$ cat src/rtl/rgb_timing_detect_pkg.sv
`default_nettype none
// ============================================================================
// Module      : rgb_timing_detect_pkg
// Description : Shared types and constants for the RGB timing detector.
//               Lock FSM state encoding, RGB565 field widths, coordinate and
//               measurement widths, saturation limits and saturating
//               increment helpers.
// Revision    : 1.0 - initial release
// ============================================================================
package rgb_timing_detect_pkg;

    typedef enum logic [1:0] {
        ST_UNLOCK = 2'd0,
        ST_CHECK  = 2'd1,
        ST_LOCK   = 2'd2
    } lock_state_e;

    localparam int unsigned RED_W   = 5;
    localparam int unsigned GRN_W   = 6;
    localparam int unsigned BLU_W   = 5;
    localparam int unsigned PIX_W   = RED_W + GRN_W + BLU_W;

    localparam int unsigned COORD_W = 10;
    localparam int unsigned MEAS_W  = 11;

    localparam logic [COORD_W-1:0] C_COORD_MAX = 10'd1023;
    localparam logic [MEAS_W-1:0]  C_MEAS_MAX  = 11'd2047;

    // One complete set of frame geometry measurements.
    typedef struct packed {
        logic [MEAS_W-1:0] h_active;
        logic [MEAS_W-1:0] h_total;
        logic [MEAS_W-1:0] v_active;
        logic [MEAS_W-1:0] v_total;
    } geom_t;

    function automatic logic [COORD_W-1:0] coord_inc(input logic [COORD_W-1:0] v);
        return (v == C_COORD_MAX) ? v : v + 10'd1;
    endfunction

    function automatic logic [MEAS_W-1:0] meas_inc(input logic [MEAS_W-1:0] v,
                                                   input logic              en);
        return (!en || v == C_MEAS_MAX) ? v : v + 11'd1;
    endfunction

endpackage
`default_nettype wire

$ cat src/rtl/rgb_timing_detect_edge.sv
`default_nettype none
// ============================================================================
// Module      : rgb_edge_det
// Description : Leading/trailing edge detector for one registered signal.
//               Keeps a one-cycle delayed copy of sig_i and compares it with
//               the current value. POL gives the active level of sig_i;
//               lead_o marks inactive->active, trail_o active->inactive.
//               RST_ACTIVE selects whether the delayed copy resets to the
//               active level (so a sync already active at reset release does
//               not look like a fresh leading edge).
// Ports       : clk, rst_n (async, active-low), sig_i (stage-1 signal),
//               lead_o, trail_o (single-cycle, combinational from registers)
// Revision    : 1.0 - initial release
// ============================================================================
module rgb_edge_det #(
    parameter bit POL        = 1'b1,
    parameter bit RST_ACTIVE = 1'b0
) (
    input  logic clk,
    input  logic rst_n,
    input  logic sig_i,
    output logic lead_o,
    output logic trail_o
);

    logic sig_q;
    logic w_act_cur;
    logic w_act_prev;

    always_ff @(posedge clk or negedge rst_n) begin
        if (!rst_n) begin
            sig_q <= RST_ACTIVE ? POL : ~POL;
        end else begin
            sig_q <= sig_i;
        end
    end

    assign w_act_cur  = (sig_i == POL);
    assign w_act_prev = (sig_q == POL);
    assign lead_o     = w_act_cur & ~w_act_prev;
    assign trail_o    = ~w_act_cur & w_act_prev;

endmodule
`default_nettype wire

$ cat src/rtl/rgb_timing_detect.sv
`default_nettype none
// ============================================================================
// Module      : rgb_timing_detect
// Description : RGB565 video timing detector. Registers the incoming stream
//               (stage 1), recovers pixel coordinates, measures line/frame
//               geometry and tracks its stability with a lock FSM. All
//               outputs are registered from stage 1 (stage 2), giving a fixed
//               2-cycle latency from inputs to out_*.
// Ports       : rgb_clk, rgb_rst_n (async, active-low)
//               in_hs/in_vs/in_de/in_data   - incoming stream
//               out_hs/out_vs/out_de/out_data, out_x/out_y - aligned stream
//               h_active/h_total/v_active/v_total - measured geometry
//               locked, frame_start - status
// Revision    : 1.0 - initial release
// ============================================================================
module rgb_timing_detect
    import rgb_timing_detect_pkg::*;
#(
    parameter bit HS_POL = 1'b0,
    parameter bit VS_POL = 1'b0
) (
    input  logic               rgb_clk,
    input  logic               rgb_rst_n,
    input  logic               in_hs,
    input  logic               in_vs,
    input  logic               in_de,
    input  logic [PIX_W-1:0]   in_data,
    output logic               out_hs,
    output logic               out_vs,
    output logic               out_de,
    output logic [PIX_W-1:0]   out_data,
    output logic [COORD_W-1:0] out_x,
    output logic [COORD_W-1:0] out_y,
    output logic [MEAS_W-1:0]  h_active,
    output logic [MEAS_W-1:0]  v_active,
    output logic [MEAS_W-1:0]  h_total,
    output logic [MEAS_W-1:0]  v_total,
    output logic               locked,
    output logic               frame_start
);

    // ---------------------------------------------------------------- stage 1
    logic             hs_s1_q, vs_s1_q, de_s1_q;
    logic [PIX_W-1:0] data_s1_q;

    // Syncs reset to their active level so that the first leading edge seen
    // after release is a genuine one.
    always_ff @(posedge rgb_clk or negedge rgb_rst_n) begin
        if (!rgb_rst_n) begin
            hs_s1_q   <= HS_POL;
            vs_s1_q   <= VS_POL;
            de_s1_q   <= 1'b0;
            data_s1_q <= '0;
        end else begin
            hs_s1_q   <= in_hs;
            vs_s1_q   <= in_vs;
            de_s1_q   <= in_de;
            data_s1_q <= in_data;
        end
    end

    // ---------------------------------------------------------- edge detects
    logic w_hs_lead, w_hs_trail, w_vs_lead, w_vs_trail, w_de_rise, w_de_fall;
    logic w_unused_trail;

    rgb_edge_det #(.POL(HS_POL), .RST_ACTIVE(1'b1)) u_hs_edge (
        .clk(rgb_clk), .rst_n(rgb_rst_n), .sig_i(hs_s1_q),
        .lead_o(w_hs_lead), .trail_o(w_hs_trail)
    );

    rgb_edge_det #(.POL(VS_POL), .RST_ACTIVE(1'b1)) u_vs_edge (
        .clk(rgb_clk), .rst_n(rgb_rst_n), .sig_i(vs_s1_q),
        .lead_o(w_vs_lead), .trail_o(w_vs_trail)
    );

    rgb_edge_det #(.POL(1'b1), .RST_ACTIVE(1'b0)) u_de_edge (
        .clk(rgb_clk), .rst_n(rgb_rst_n), .sig_i(de_s1_q),
        .lead_o(w_de_rise), .trail_o(w_de_fall)
    );

    assign w_unused_trail = w_hs_trail ^ w_vs_trail;

    // --------------------------------------------------- counters (next state)
    logic [COORD_W-1:0] x_q, x_d, y_q, y_d;
    logic               open_q, open_d;       // a DE line started in this frame
    logic [MEAS_W-1:0]  dcnt_q, dcnt_d;       // DE cycles in current line
    logic [MEAS_W-1:0]  hclk_q, hclk_d;       // clocks since last hs edge
    logic [MEAS_W-1:0]  lcnt_q, lcnt_d;       // completed lines since vs edge
    logic [MEAS_W-1:0]  hcnt_q, hcnt_d;       // hs edges since vs edge
    geom_t              meas_q, meas_d, snap_q, snap_d;
    logic               w_line_end;

    always_comb begin
        // A DE fall only closes a line if that line began in this frame; a
        // line cut by a vs edge does not count.
        w_line_end = w_de_fall & open_q;

        x_d = '0;
        if (de_s1_q) begin
            x_d = w_de_rise ? '0 : coord_inc(x_q);
        end

        open_d = open_q;
        if (w_de_rise) begin
            open_d = 1'b1;
        end else if (w_vs_lead || w_de_fall) begin
            open_d = 1'b0;
        end

        y_d = y_q;
        if (w_vs_lead) begin
            y_d = '0;
        end else if (w_line_end) begin
            y_d = coord_inc(y_q);
        end

        dcnt_d = dcnt_q;
        if (de_s1_q) begin
            dcnt_d = w_de_rise ? 11'd1 : meas_inc(dcnt_q, 1'b1);
        end

        meas_d = meas_q;
        if (w_de_fall) begin
            meas_d.h_active = dcnt_q;
        end

        hclk_d = w_hs_lead ? '0 : meas_inc(hclk_q, 1'b1);
        if (w_hs_lead) begin
            meas_d.h_total = meas_inc(hclk_q, 1'b1);
        end

        // Coincident hs/de-fall events are folded into the frame totals.
        lcnt_d = w_vs_lead ? '0 : meas_inc(lcnt_q, w_line_end);
        hcnt_d = w_vs_lead ? '0 : meas_inc(hcnt_q, w_hs_lead);
        if (w_vs_lead) begin
            meas_d.v_active = meas_inc(lcnt_q, w_line_end);
            meas_d.v_total  = meas_inc(hcnt_q, w_hs_lead);
        end
    end

    // --------------------------------------------------------------- lock FSM
    lock_state_e state_q, state_d;
    logic        w_snap_en;
    logic        w_match;

    // The FSM judges the measurements as they stand after this edge's update.
    assign w_match = (meas_d == snap_q);

    always_ff @(posedge rgb_clk or negedge rgb_rst_n) begin
        if (!rgb_rst_n) begin
            state_q <= ST_UNLOCK;
        end else begin
            state_q <= state_d;
        end
    end

    always_comb begin
        state_d   = state_q;
        w_snap_en = 1'b0;
        if (w_vs_lead) begin
            case (state_q)
                ST_UNLOCK: begin
                    w_snap_en = 1'b1;
                    state_d   = ST_CHECK;
                end
                ST_CHECK: begin
                    if (w_match) begin
                        state_d = ST_LOCK;
                    end else begin
                        w_snap_en = 1'b1;
                    end
                end
                ST_LOCK: begin
                    if (!w_match) begin
                        state_d = ST_UNLOCK;
                    end
                end
                default: begin
                    state_d = ST_UNLOCK;
                end
            endcase
        end
        snap_d = w_snap_en ? meas_d : snap_q;
    end

    // ------------------------------------------------------------- stage 2
    logic             out_hs_q, out_vs_q, out_de_q, frame_start_q, locked_q;
    logic [PIX_W-1:0] out_data_q;

    always_ff @(posedge rgb_clk or negedge rgb_rst_n) begin
        if (!rgb_rst_n) begin
            out_hs_q      <= 1'b0;
            out_vs_q      <= 1'b0;
            out_de_q      <= 1'b0;
            out_data_q    <= '0;
            frame_start_q <= 1'b0;
            locked_q      <= 1'b0;
            x_q           <= '0;
            y_q           <= '0;
            open_q        <= 1'b0;
            dcnt_q        <= '0;
            hclk_q        <= '0;
            lcnt_q        <= '0;
            hcnt_q        <= '0;
            meas_q        <= '0;
            snap_q        <= '0;
        end else begin
            out_hs_q      <= hs_s1_q;
            out_vs_q      <= vs_s1_q;
            out_de_q      <= de_s1_q;
            out_data_q    <= data_s1_q;
            frame_start_q <= w_vs_lead;
            locked_q      <= (state_d == ST_LOCK);
            x_q           <= x_d;
            y_q           <= y_d;
            open_q        <= open_d;
            dcnt_q        <= dcnt_d;
            hclk_q        <= hclk_d;
            lcnt_q        <= lcnt_d;
            hcnt_q        <= hcnt_d;
            meas_q        <= meas_d;
            snap_q        <= snap_d;
        end
    end

    assign out_hs      = out_hs_q;
    assign out_vs      = out_vs_q;
    assign out_de      = out_de_q;
    assign out_data    = out_data_q;
    assign out_x       = x_q;
    assign out_y       = y_q;
    assign h_active    = meas_q.h_active;
    assign h_total     = meas_q.h_total;
    assign v_active    = meas_q.v_active;
    assign v_total     = meas_q.v_total;
    assign locked      = locked_q;
    assign frame_start = frame_start_q;

endmodule
`default_nettype wire
$ cat config.mk
export PLATFORM = sky130hd
export DESIGN_NAME = rgb_timing_detect
export DESIGN_NICKNAME = d
export VERILOG_FILES = /design/src/rtl/rgb_timing_detect_pkg.sv /design/src/rtl/rgb_timing_detect_edge.sv /design/src/rtl/rgb_timing_detect.sv
export SDC_FILE = /design/constraint.sdc
export NUM_CORES = 1
export LEC_CHECK = 0
export BUFFER_PORTS_ARGS = -buffer_cell sky130_fd_sc_hd__buf_2
export CORE_AREA = 2 2 129 131
export DETAILED_ROUTE_END_ITERATION = 16
export DIE_AREA = 0 0 131 133
export PLACE_DENSITY = 0.89
export RECOVER_POWER = 25
export SLEW_MARGIN = 25
export SYNTH_ARGS = -nofsm -noshare
export SYNTH_HDL_FRONTEND = slang
export SYNTH_SLANG_ARGS = --single-unit
$ cat constraint.sdc
create_clock -name rgb_clk -period 4 [get_ports rgb_clk]
set_input_delay 1.2 -clock rgb_clk [delete_from_list [all_inputs] [get_ports rgb_clk]]
set_output_delay 1.2 -clock rgb_clk [all_outputs]
set_load 0.005 [all_outputs]
== After elaboration in Yosys (flattened, before gate mapping) ==
Index checks and enable logic that the tools add are counted.

* Bits of input ports: 21
* Logic and storage cells: 90
* Register bits: 195

* Reduce and logical (&&, ||, !) cells: 10
* Mux-type cells: 26
* Add/sub/neg operators: 6
* Equality and inequality tests: 13
* Bitwise gates (word level): 9

{| class="wikitable"
|+ Operator list
! cell !! count
|-
| 11-bit two-way mux || 10
|-
| 10-bit two-way mux || 6
|-
| 11-bit by 1-bit adder with 11-bit output (second input constant) || 4
|-
| 11-bit == test (second input constant) || 4
|-
| 44-bit == test || 1
|-
| 22-bit two-way mux || 1
|-
| 10-bit by 1-bit adder with 10-bit output (second input constant) || 2
|-
| 10-bit == test (second input constant) || 2
|-
| 2-bit two-way mux || 3
|-
| 2-bit case mux with 3 select lines || 1
|-
| 1-bit bitwise AND || 5
|-
| 2-bit == test (second input constant) || 2
|-
| 1-bit two-way mux || 4
|-
| 2-bit != test (second input constant) || 2
|-
| 1-bit NOT || 4
|-
| 2-bit AND reduction || 2
|-
| 2-bit nonzero test || 2
|-
| 1-bit logical OR || 3
|-
| 3-bit != test (second input constant) || 1
|-
| 2-bit by 1-bit == test with 1-bit output (second input constant) || 1
|-
| 1-bit logical NOT || 2
|-
| 2-bit logical NOT || 1
|-
| 1-bit case mux with 2 select lines || 1
|}

== Logic depth before layout (Yosys ltp) ==
Gate-level depths: netlist of run 1.

* Depth in word-level cells: 12
* Depth in mapped cells: 13
* Depth with buffers taken out: 11

== Hierarchy ==
A second synthesis of run 1 with hierarchy kept.

* Cells, all modules: 824
* Area total of the unflattened synthesis: 9327.7 µm²

{| class="wikitable"
|+ Modules (own cells, without submodules)
! module !! cells each !! area each (µm²) !! times used
|-
| rgb_timing_detect || 815 || 9207.6 || 1
|-
| rgb_edge_det || 3 || 40.0 || 3
|}

== Least setup slack after synthesis of run 1 ==
No wires, ideal clock.

* Path kind: register to register
* From: register hcnt_q[1]
* To: register snap_q[14] (netlist bit)
* Data arrival time: 3188 ps
* Setup time: 125 ps
* Path buffers: 2
* Path slack: 687 ps
* Stages on the path, launching flop included: 13
* Path through: dfrtp_1 > ha_1 > nand3_2 > or4_1 > clkbuf_1 > and3_1 > o31ai_1 > xnor2_1 > nand2_1 > nor4_2 > a31oi_4 > buf_6 > mux2_4

{| class="wikitable"
|+ RTL lines
! what !! RTL line !! source
|-
| start, declared || rgb_timing_detect.sv:89 || <nowiki>logic [MEAS_W-1:0] hcnt_q, hcnt_d;</nowiki>
|-
| start signal, assigned || rgb_timing_detect.sv:220 || <nowiki>hcnt_q <= hcnt_d;</nowiki>
|-
| end signal, assigned || rgb_timing_detect.sv:222 || <nowiki>snap_q <= snap_d;</nowiki>
|-
| end, declared || rgb_timing_detect.sv:90 || <nowiki>geom_t meas_q, meas_d, snap_q, snap_d;</nowiki>
|}

== Worst setup path after layout of run 1 ==
* From: register hcnt_q[0]
* To: register snap_q[42] (netlist bit)

* Cells in the longest elaborated chain, start to end: 8
* Elaborated cells on any way between the ends: 9
* Classes of those cells: 1 x add/sub; 2 x eq/ne; 5 x mux; 1 x reduce/logical

{| class="wikitable"
|+ Ends and longest elaborated chain
! what !! RTL line !! source
|-
| parallel branches: the longest is 2 deep, another holds 11-bit by 1-bit adder with 11-bit output || -- ||
|-
| 11-bit two-way mux (*) || rgb_timing_detect_pkg.sv:43 || <nowiki>return (!en || v == C_MEAS_MAX) ? v : v + 11'd1;</nowiki>
|-
| 22-bit two-way mux (*) || rgb_timing_detect.sv:135 || <nowiki>if (w_vs_lead) begin</nowiki>
|-
| 44-bit == test (*) || rgb_timing_detect.sv:147 || <nowiki>assign w_match = (meas_d == snap_q);</nowiki>
|-
| 1-bit two-way mux (*) || rgb_timing_detect.sv:167 || <nowiki>if (w_match) begin</nowiki>
|-
| 1-bit case mux with 2 select lines (*) || rgb_timing_detect.sv:161 || <nowiki>case (state_q)</nowiki>
|-
| 1-bit two-way mux (*) || rgb_timing_detect.sv:160 || <nowiki>if (w_vs_lead) begin</nowiki>
|}

Mark *: on every way between the ends.
A chain may end at the register's enable or synchronous reset.

==> results by group, run 1 <==
Logic synthesis
  • Post-synth top flop: dfrtp_1
  • Mux share of post-synthesis cell area: 7.623%
  • Yosys cell types: 67
  • EDFF count, synth: 0
  • Most frequent cell after synthesis: dfrtp_1
  • Top cells by count, synth: dfrtp_1, nor2_1, nand2_1
  • Main combinational cell family by area after synthesis: simple AND/OR/NAND/NOR gates
  • Share of the synthesized area in the top cell type: 52.80%
  • Cell area after synthesis: 9241 um2
  • Asr flop ratio synth: 100.0%
  • Yosys warns: 0
  • Adder-Cell Fraction of Synth Area: 0.8123%
  • Largest area contributor in the netlist: dfrtp_1
  • Post-Synth Simple-Gate Area: 16.64%
  • Post-synthesis compound-gate area fraction: 11.20%
  • Cell count after synthesis: 873
  • Sequential area share after synthesis: 52.80%
  • Avg Cell Area, Syn: 10.59 um2
  • Synth area leaders: dfrtp_1, xnor2_1, mux2_4, nor2_1, nand2_1
  • Synth Area in XOR/XNOR: 7.352%
  • #FFs+latches synth: 195
  • Post-Syn Nets: 900

Setup path
  • Critical Path Fanout Max: 27
  • Critical path launch point type: flip-flop
  • R2R depth: 11
  • Crit end category: flip-flop
  • Crit Path Class: flip-flop to flip-flop
  • Required @ worst endpoint: 4310 ps
  • CP arrival: 4140 ps

Cells and area
  • Nets: 1005
  • Layout cells sized above 1: 20.32%
  • Area grow syn2layout: 14.88%
  • Final cell utilization of the core: 65.65%
  • Fillers: 1257
  • Ant. Diodes: 0
  • Multi-input gate area: 4040 um2
  • FF/Latch Area: 4880 um2

Routing
  • Initial DRC count: 602
  • Antenna Violating Nets Remaining: 0
  • Vias per cell: 5.848
  • DR vias: 7070
  • Per-cell routed wire length: 17.58 um
  • Pre-antenna DRT Iters: 5
  • DRC errors left: 0
  • Total wire length: 21260 um

Floorplanning
  • Site Rows: 47
  • Die H: 133 um
  • DIE WIDTH: 131 um
  • I/O pin total: 106
  • Core area: 16170 um2
  • Total die area: 17420 um2
  • Initial core utilization: 57.15%

Clock tree
  • Clk_lat worst skew: 420 ps
  • Clock tree root driver cell: clkbuf_16
  • Clock Tree Buf Depth: 2
  • Clock slew seen by the registers of the worst setup and hold paths: 70 ps
  • CTS H-tree depth: 4
  • TritonCTS Buffers: 17
  • Sink Count: 195
  • TritonCTS clock tree: yes

Hold path
  • Hold Path Class: flip-flop to flip-flop
  • Hold path depth: 0

Global route
  • GR Overflow Total: 0
  • Via count of the first global-routing pass: 6824
  • Total track usage: 25.52%
  • Global-route wire length before repair: 34820 um
  • Initial antenna violation count: 0
  • Largest net degree at the start of global routing: 90

Placement
  • # port buffers: 105
  • Worst slack, placed: 103.7 ps
  • Hpwl dp: 14780 um
  • GPL Wtd Cong: 0.9121

Timing
  • Final setup violation count: 0
  • Max Fclk: 261.1 MHz
  • Worst hold slack: 343.3 ps
  • Final setup margin: 169.5 ps
  • Worst Max-Slew Pin Slew: 2286 ps
  • Period utilization: 95.76%
  • Tmin final: 3831 ps
  • Endpoints failing hold: 0
  • Post-route setup TNS: 0 ps
  • RSZ-0062 raised after global routing: false
  • Clock skew: 8.379 ps
  • Slew Viols, Final: 89
  • Rel. slew slack: -52.39%

Power and ir drop
  • Comb power frac: 14.2%
  • Net Sw Frac: 26.58%
  • Peak supply drop: 0.0003084 V
  • Post-layout power: 0.004531 W
  • Internal: 0.003327 W
  • P_sw: 0.001204 W
  • PD cells: 426.8 nW/um2
  • Reg power frac: 49.6%
  • Leak: 4.956 nW
  • Clock Power Share: 36.2%

Status
  • Failing checks: capacitance limit, slew limit
  • Status: finished, violations left

Flow run
  • Max_cap viols: 1
cell families (layout without fill, tap and decap cells):
family | after synthesis | count (layout)
adders and majority gates | 6 | 6
and+or+nand+nor | 305 | 305
DFF | 195 | 195
AOI/OAI and AO/OA | 153 | 153
buffers and inverters | 80 | 196
xor gates and xnor gates | 76 | 76
muxes | 58 | 58
worst max-delay path, cell delays in order, from the launching register on:
cell and delay (ps):
dfrtp_1 520, ha_1 280, nand3_2 140, or4_1 690
nand3_1 210, nand4_1 140, nor4_2 320, nand4_1 240
nor4_4 420, a31oi_4 150, buf_6 250, mux2_4 340
per-stage QoR:
stage	area, um2	instances
after floorplan	9241	873
after global placement	10050	1178
after detailed placement	10050	1178
after CTS	10610	1208
after global routing	10620	1209
final	10620	1209
cells in the final DEF (no fill, tap or decap), types with 25 or more instances in the layout:
cell type  netlist  final
buf_2            6    104
xnor2_1         45     45
nand3_1         38     38
o21ai_0         56     56
inv_1           36     36
nand2_1         75     75
mux2i_1         28     28
xor2_1          30     30
dfrtp_1        195    195
nor2_1          79     79
nand4_1         25     25
worst paths after layout:
kind                       slack (ps)     startpoint      endpoint
min reg2reg                       340  data_s1_q[12]  out_data[12]
min                               340  data_s1_q[12]  out_data[12]
max                               170      hcnt_q[0]    snap_q[42]
max in group asynchronous        1110      rgb_rst_n    h_total[6]
min in group asynchronous        1450      rgb_rst_n  out_data[11]
max reg2reg                       170      hcnt_q[0]    snap_q[42]
state kept, by name, summed over array words and instances, names as in the netlist, 2 cells and up:
register	count
data_s1_q	16
dcnt_q	11
snap_q	44
hclk_q	11
hcnt_q	11
out_data	16
out_y	10
h_active	11
state_q	2
out_x	10
v_total	11
h_total	11
v_active	11
lcnt_q	11
routing by layer:
metal  track usage, %  part of all wire, %  vias up  wire [um]
li1                 -                    -     3297          -
met3            5.985                  6.3       24       1329
met4            6.738                  1.3        0        278
met5                0                    0        -          0
met1            36.66                   44     3503       9428
met2            39.23                   48      246      10220
cell type report:
class	instances	area share, %
Multi-Input combinational cell	598	38.06
Inverter	37	1.308
Timing Repair Buffer	129	6.800
Tap cell	220	2.593
Clock buffer	22	4.278
Clock inverter	8	1.002
Sequential cell	195	45.96
power groups by stage:
stage	Combinational (W)	Clock (W)	Sequential (W)
2_1_floorplan	0.000430	0	0.00223
6_report	0.000643	0.00164	0.00225
3_3_place_gp	0.000616	0	0.00227
5_1_grt	0.000708	0.00176	0.00226
3_5_place_dp	0.000636	0	0.00228
4_1_cts	0.000639	0.00168	0.00224
repair_timing:
item,4_1_cts,5_1_grt
setup endpoints to repair,0,45
endpoints found under the hold margin,0,0
hold buffers,0,0
setup buffers,0,1
gates resized for setup,0,2
Power figures use the tool's default switching activity.
==> inputs of run 2 (changes only) <==
==> constraint.sdc (replaced) <==
create_clock -name rgb_clk -period 3.7 [get_ports rgb_clk]
set_input_delay 1.11 -clock rgb_clk [delete_from_list [all_inputs] [get_ports rgb_clk]]
set_output_delay 1.11 -clock rgb_clk [all_outputs]
set_load 0.005 [all_outputs]
==> run 2 against run 1 <==
  * The run still ends with capacitance limit, slew limit left
  * Sequential share of layout area is 0.66 points lower
  * Power is 12% higher
  * Count of clock-buffer cells in the layout is 3 lower
  * Highest routed layer unchanged
  * Non-clock buffer count is 5 higher
  * Utilization is 0.96 points higher
  * Critical path type unchanged
  * First-iteration DRC count is 5.8% higher
  * Worst setup slack better by 15 ps
  * Final cell count is 0.58% higher
  * Maximum frequency is 9.0% higher
  * Critical path depth stayed put
  * Global-route usage is 0.55 points higher
==> results by group, run 2 (synthesis gave the netlist of run 1 again) <==
Status
  • Status: finished, violations left
  • Failing checks: capacitance limit, slew limit

Clock tree
  • TritonCTS clock tree: yes
  • Clock tree root driver cell: clkbuf_16
  • CTS H-tree depth: 4 (unchanged)
  • TritonCTS Buffers: 17 (unchanged)
  • Clock slew seen by the registers of the worst setup and hold paths: 70 ps (about the same)
  • Sink Count: 195 (unchanged)
  • Hold buffer count at cts: 0 (unchanged)
  • Clock Tree Buf Depth: 2 (unchanged)
  • Clk_lat worst skew: 430 ps (about the same)

Timing
  • Period utilization: 95.01% (-0.75 points)
  • Final setup violation count: 0 (unchanged)
  • Final setup margin: 184.5 ps (+15.04 ps)
  • Clock skew: 7.727 ps (-0.6523 ps)
  • Endpoints failing hold: 0 (unchanged)
  • Post-route setup TNS: 0 ps (unchanged)
  • Slew Viols, Final: 91 (+2.2%)
  • Worst Max-Slew Pin Slew: 2339 ps (+52.94 ps)
  • Worst hold slack: 348.5 ps (+5.177 ps)
  • Max Fclk: 284.5 MHz (+9.0%)
  • Tmin final: 3515 ps (-315.0 ps)
  • RSZ-0062 raised after global routing: false
  • Rel. slew slack: -55.92% (-3.5 points)

Cells and area
  • Design area: 10770 um2 (+1.5%)
  • Nets: 1010 (+0.50%)
  • Reg with most FFs: snap_q
  • Area grow syn2layout: 16.56%
  • Commonest non-fill, non-tap cell in the layout: dfrtp_1
  • Fillers: 1210 (-3.7%)
  • Layout cells sized above 1: 21.18% (+0.86 points)
  • Ant. Diodes: 0 (unchanged)
  • Max reg flops: 44 (unchanged)
  • Non-Filler Instances: 1216 (+0.58%)
  • Most frequent cells in the layout: dfrtp_1, buf_2, nor2_1

Setup path
  • Crit Path Class: flip-flop to flip-flop
  • Flop-to-flop setup slack: 180 ps (+20 ps)
  • Critical Path Fanout Max: 27 (unchanged)
  • Crit end category: flip-flop
  • Required @ worst endpoint: 4010 ps (-300 ps)
  • CP endpoint: snap_q[20]
  • Critical path origin: hcnt_q[1]
  • CP arrival: 3830 ps (-310 ps)
  • RR Startpoint: hcnt_q[1]
  • Critical path launch point type: flip-flop
  • R2r endpoint: snap_q[20]
  • R2R depth: 11 (unchanged)

Global route
  • GR Overflow Total: 0 (unchanged)
  • Initial antenna violation count: 0 (unchanged)
  • Total track usage: 26.07% (+0.55 points)
  • Largest net degree at the start of global routing: 93 (+3.3%)
  • Global-route wire length before repair: 35470 um (+1.8%)
  • Via count of the first global-routing pass: 7048 (+3.3%)

Floorplanning
  • Die H: 133 um (unchanged)
  • Total die area: 17420 um2 (unchanged)
  • I/O pin total: 106 (unchanged)
  • Site Rows: 47 (unchanged)
  • Core area: 16170 um2 (unchanged)
  • DIE WIDTH: 131 um (unchanged)
  • Initial core utilization: 57.15% (unchanged)

Routing
  • Pre-antenna DRT Iters: 5 (unchanged)
  • Total wire length: 22040 um (+3.7%)
  • DR top layer: met4
  • Per-cell routed wire length: 18.13 um (+3.1%)
  • M1 wire length: 9508 um (+0.85%)
  • Wire length on met2: 10710 um (+4.8%)
  • Met3 Wirelength: 1303 um (-2.0%)
  • DRC errors left: 0 (unchanged)
  • Initial DRC count: 637 (+5.8%)
  • DR vias: 7206 (+1.9%)
  • Antenna Violating Nets Remaining: 0 (unchanged)
  • Vias per cell: 5.926 (+1.3%)

Placement
  • Dpl cell area: 10140 um2 (+0.92%)
  • Worst slack, placed: 114.0 ps (+10.23 ps)
  • Placed Cells: 1182 (+0.34%)
  • GPL Wtd Cong: 0.8716 (-4.4%)
  • Hpwl dp: 15370 um (+4.0%)
  • # port buffers: 105 (unchanged)

Hold path
  • Hold Path Class: flip-flop to flip-flop

Flow run
  • Max_cap viols: 1 (unchanged)

Power and ir drop
  • Peak supply drop: 0.0003854 V (+25%)
  • PD cells: 472.5 nW/um2 (+11%)
  • Leak: 5.040 nW (+1.7%)
[run 2: cell type report]
class / count / area, um2 / share of cell area, %
multi-input combinational: 598 / 4041 / 37.52
clock inverter: 13 / 168.9 / 1.568
inverter: 37 / 138.9 / 1.289
tap: 220 / 275.3 / 2.555
sequential: 195 / 4880 / 45.30
timing repair buffer: 134 / 814.5 / 7.562
clock buffer: 19 / 452.9 / 4.205
[run 2: layer usage]
layer	track usage, %	vias to the layer above
met5	0	-
met4	9.574	0
met3	4.772	41
met2	41.13	279
met1	36.11	3577
li1	-	3309
[run 2: how the worst min path moves through the flow]
stage             startpoint            to  slack [ps]  cells past startpoint
2_1_floorplan   data_s1_q[0]   out_data[0]         330                      0
6_report        data_s1_q[1]   out_data[1]         350                      0
3_3_place_gp    data_s1_q[8]   out_data[8]         330                      0
4_1_cts         data_s1_q[1]   out_data[1]         350                      0
5_1_grt        data_s1_q[14]  out_data[14]         350                      0
3_5_place_dp    data_s1_q[1]   out_data[1]         340                      0
[run 2: worst max-delay path: stages, from the launching register on]
cell	delay, ps
dfrtp_1	450
ha_1	240
nand3_2	140
or4_1	680
nand3_1	210
nand4_1	130
nor4_2	280
nand4_1	200
nor4_4	350
a31oi_4	160
buf_12	220
mux2_4	310
[run 2: what timing repair did]
| action | in CTS | in global routing |
|---|---|---|
| gates resized for setup | 0 | 2 |
| endpoints found under the setup margin | 0 | 28 |
| setup buffers | 0 | 2 |
[run 2: power by group]
part / total, W / leakage, nW / switching [W] / internal [W]
Clock: 0.00194 / 0.306 / 0.000832 / 0.00111
Combinational: 0.000716 / 2.15 / 0.000394 / 0.000322
Sequential: 0.00243 / 2.58 / 0.000153 / 0.00228
[run 2: stage by stage]
stage	power, W	util [%]
floorplan	0.002879	-
global placement	0.003137	62.70
detailed placement	0.003166	62.70
CTS	0.005104	66.55
global route	0.005297	66.61
finish	0.005090	66.61
